<file path="config.mk">
export PLATFORM = sky130hd
export DESIGN_NAME = count_enable_ctrl
export DESIGN_NICKNAME = d
export VERILOG_FILES = /design/src/rtl/count_enable_ctrl.sv
export SDC_FILE = /design/constraint.sdc
export NUM_CORES = 1
export LEC_CHECK = 0
export CAP_MARGIN = 15
export CORE_AREA = 2 2 39 41
export CTS_BUF_LIST = sky130_fd_sc_hd__clkbuf_4 sky130_fd_sc_hd__clkbuf_8
export CTS_CLUSTER_DIAMETER = 30
export DETAILED_ROUTE_END_ITERATION = 7
export DIE_AREA = 0 0 41 43
export PLACE_DENSITY = 0.7
export SLEW_MARGIN = 15
export SYNTH_ARGS = -nofsm -noshare
export SYNTH_HDL_FRONTEND = slang
export SYNTH_HIERARCHICAL = 1
export SYNTH_SLANG_ARGS = --single-unit
</file>
<file path="constraint.sdc">
create_clock -name CLK -period 1.8 [get_ports CLK]
set_input_delay 0.45 -clock CLK [delete_from_list [all_inputs] [get_ports CLK]]
set_output_delay 0.45 -clock CLK [all_outputs]
set_load 0.01 [all_outputs]
</file>
<file path="src/rtl/count_enable_ctrl.sv">
// Push-button front end for the program counter: synchronise, debounce and
// edge-detect two buttons, then issue one-cycle ENABLE strobes in STEP or RUN mode.

module cec_debounce #(
  parameter int DEBOUNCE_CYCLES = 4
) (
  input  logic CLK,
  input  logic RST,
  input  logic btn,
  output logic press
);
  localparam int CW = (DEBOUNCE_CYCLES > 1) ? $clog2(DEBOUNCE_CYCLES) : 1;

  logic          s1, s2, db, db_prev;
  logic [CW-1:0] cnt;

  always_ff @(posedge CLK) begin
    if (RST) begin
      s1      <= 1'b0;
      s2      <= 1'b0;
      db      <= 1'b0;
      db_prev <= 1'b0;
      cnt     <= '0;
    end else begin
      s1      <= btn;
      s2      <= s1;
      db_prev <= db;
      // any sample agreeing with db restarts the stability window
      if (s2 == db) begin
        cnt <= '0;
      end else if (cnt == CW'(DEBOUNCE_CYCLES - 1)) begin
        db  <= ~db;
        cnt <= '0;
      end else begin
        cnt <= cnt + 1'b1;
      end
    end
  end

  assign press = db & ~db_prev;
endmodule

module count_enable_ctrl #(
  parameter int DEBOUNCE_CYCLES = 4,
  parameter int TICK_DIV        = 10
) (
  input  logic CLK,
  input  logic RST,
  input  logic BTN_STEP,
  input  logic BTN_MODE,
  output logic ENABLE,
  output logic RUN
);
  localparam int NUM_BTN = 2;
  localparam int PW      = $clog2(TICK_DIV);

  typedef enum logic {ST_STEP = 1'b0, ST_RUN = 1'b1} state_t;

  logic [NUM_BTN-1:0] btn_raw, press;
  logic               step_press, mode_press;

  assign btn_raw    = {BTN_MODE, BTN_STEP};
  assign step_press = press[0];
  assign mode_press = press[1];

  for (genvar g = 0; g < NUM_BTN; g++) begin : g_btn
    cec_debounce #(.DEBOUNCE_CYCLES(DEBOUNCE_CYCLES)) u_db (
      .CLK   (CLK),
      .RST   (RST),
      .btn   (btn_raw[g]),
      .press (press[g])
    );
  end

  state_t        state, state_nxt;
  logic [PW-1:0] presc, presc_nxt;
  logic          enable_nxt;

  always_ff @(posedge CLK) begin
    if (RST) begin
      state  <= ST_STEP;
      presc  <= '0;
      ENABLE <= 1'b0;
    end else begin
      state  <= state_nxt;
      presc  <= presc_nxt;
      ENABLE <= enable_nxt;
    end
  end

  always_comb begin
    state_nxt = state;
    if (mode_press) state_nxt = (state == ST_STEP) ? ST_RUN : ST_STEP;
  end

  // a mode toggle swallows any step press or run tick in the same cycle
  always_comb begin
    enable_nxt = 1'b0;
    presc_nxt  = '0;
    if (!mode_press) begin
      if (state == ST_STEP) begin
        enable_nxt = step_press;
      end else begin
        enable_nxt = (presc == PW'(TICK_DIV - 1));
        presc_nxt  = enable_nxt ? '0 : presc + 1'b1;
      end
    end
  end

  assign RUN = (state == ST_RUN);
endmodule
</file>
==> results.toml <==
[route]
drtAntennaViolNets = 0
drt_iter0_drc = 6
drc = 0
vias = 387
drt-vias-per-instance = 4.78
postRouteWirelength_um = 845
drt-wirelength-per-cell_um = 10.4
drtPass1Iterations = 4

[timing]
worst_pin_slew_ns = 0.268
relSlewSlack = 0.820
maxSlewViolCount = 0
hold_viol = 0
hold_ws_ns = 0.441
min_period_over_period = 0.955
max_freq_ghz = 0.582
fin_setup_tns_ns = 0
min_period_ns = 1.72
rsz0062_at_grt = "false"
skew_ns = 0.00342
setup_violations = 0
fin_ws_ns = 0.0806

[worst_setup_path]
rr_startpoint = "presc[1]"
critPathSlowestCell = "clkdlybuf4s50_1"
cp-end-kind = "output pin"
r2r_end = "ENABLE"
cp.arrival_ns = 1.27
cp_max_fo = 4
worstPathRequired_ns = 1.35
max_stage_delay_ns = 0.57
r2r_slack_ns = 0.78
worstSetupStartpointType = "flop"
critPathBufInv = 1
worstSetupPathType = "reg -> out"
path_delay_family = "buffers and inverters"
crit_chain = "clkdlybuf4s50_1"
reg2reg_depth = 5

[hold_path]
min-delay-start = "g_btn[1].u_db/cnt[0]"
hold_depth = 1
holdPathEnd = "g_btn[1].u_db/cnt[0]"
hold_class = "reg -> reg"

[yosys]
synthCells = 56
synth_seq_cells = 18
yosysTopAreaCell = "dfxtp_1"
synth_nets = 64
syn_avg_cell_area_um2 = 11.7
syn-cell-area_um2 = 656
ys_types = 14
synth_area_leaders = "dfxtp_1 (55%), ha_1 (7.6%), nor2b_1 (7.6%), xnor2_1 (5.3%), mux2i_1 (4.6%)"
ys_warn_count = 6
synth_top_area_frac = 0.550
ys_seq_area_frac = 0.550

[clock_network]
cts_root_buf = "clkbuf_4"
cts_buffer_depth = 2
clk_pin_slew_ns = 0.09
clock-sinks = 18
post_cts_buffers = 0
clk_latency_ns = 0.28
numCtsBuffers = 3
cts.repair.resized = 0
cts_tree = "done"
cts_hold_buf = 0
cts.htree.levels = 1

[placement]
dpl-instance-area_um2 = 733
port_buffers = 5
gp_congestion = 0.681
dp_slack_ns = 0.317
hpwl_um = 676

[global_routing]
grt_max_degree = 11
grt_pass1_wl_mm = 1.57
grt_use_total = 0.139
grt_antenna_before_repair = 0
grt_overflow = 0
grt_pass1_vias = 379

[floorplan]
start_util = 0.474
dieArea_um2 = 1760
die_w_um = 41
die_h_um = 43
placementRows = 14
core_area_um2 = 1380
io_pins = 6

[final_layout]
stdcell_area_um2 = 756
layout_common_cells = "dfxtp_1 (18), nor2_1 (8), nor2b_1 (8), clkdlybuf4s50_1 (5)"
regArea_um2 = 360
drive_above_1_share = 0.123
nets = 75
antenna_cells = 0
syn_to_final_growth_pct = 15.3
nFillCells = 123
layout_commonest_cell = "dfxtp_1"
multi_input_area_um2 = 288
fin_util = 0.546

[pwr]
peakVddDrop_mv = 0.497
power_leakage_nw = 0.317
powerDensity_nw_per_um2 = 808

[flow_run]
max_cap_viol_count = 0

[run_status]
status = "finished, final reports clean"
-- synth_stat cells --
master,count
and2_1,1
nor2b_1,8
inv_1,2
dfxtp_1,18
nor4_1,2
mux2i_1,3
xnor2_1,4
nand3_2,1
nand3_1,1
ha_1,4
nor2_1,8
nor4b_2,2
nand3b_4,1
xor2_1,1
-- flip-flops by register name (all words and copies together), names as in the netlist --
register	cells
ENABLE	1
RUN	1
g_btn.u_db/cnt	4
g_btn.u_db/db	2
g_btn.u_db/db_prev	2
g_btn.u_db/s1	2
g_btn.u_db/s2	2
presc	4
-- cell type report --
type                            count  area share
Sequential cell                    18       0.477
Clock buffer                        3      0.0298
Timing Repair Buffer                6      0.0762
Inverter                            2     0.00993
Tap cell                           16      0.0265
Multi-Input combinational cell     36       0.381
-- through the flow --
stage,power [mW],instances
final,0.610,81
after global routing,0.642,81
after CTS,0.621,81
after detailed placement,0.436,78
after global placement,0.435,78
after floorplan,0.422,56
-- power breakdown --
part	leakage (nW)	switching [mW]	total (mW)	internal [mW]
logic	0.158	0.00876	0.0206	0.0118
clock network	0.0138	0.107	0.184	0.0775
registers	0.146	0.00237	0.406	0.403
total	0.317	0.118	0.610	0.493
-- worst max path at each step --
stage | from | to | slack (ns) | depth (start not counted)
after detailed placement | RST | g_btn[0].u_db/cnt[1] | 0.32 | 3
after global placement | RST | g_btn[0].u_db/cnt[1] | 0.35 | 3
after floorplan | presc[1] | ENABLE | 0.84 | 5
after CTS | RUN | RUN | 0.07 | 1
final | RUN | RUN | 0.08 | 1
after global routing | RUN | RUN | 0.03 | 1
-- worst reg2reg max path: cells and delay by family, from the launching register on --
kind          cells  cell delay, ns
fa+ha+maj         1            0.20
buf+inv           1            0.05
flops             1            0.37
mux               1            0.06
simple gates      2            0.24
-- layer usage --
metal	vias to the layer above	wire length, um	global-route usage
li1	205	-	-
met1	172	379	0.178
met2	8	418	0.197
met3	2	32	0.0314
met4	0	15	0.100
met5	-	0	0
-- cell families (layout without fill, tap and decap cells) --
family / count (synthesis) / in the layout / share of synthesized area
and+or+nand+nor: 24 / 24 / 0.250
muxes: 3 / 3 / 0.0458
buffers and inverters: 2 / 11 / 0.0115
adders and majority gates: 4 / 4 / 0.0763
xor gates and xnor gates: 5 / 5 / 0.0668
DFF: 18 / 18 / 0.550
Note: power is estimated with default switching activity, not from simulation.
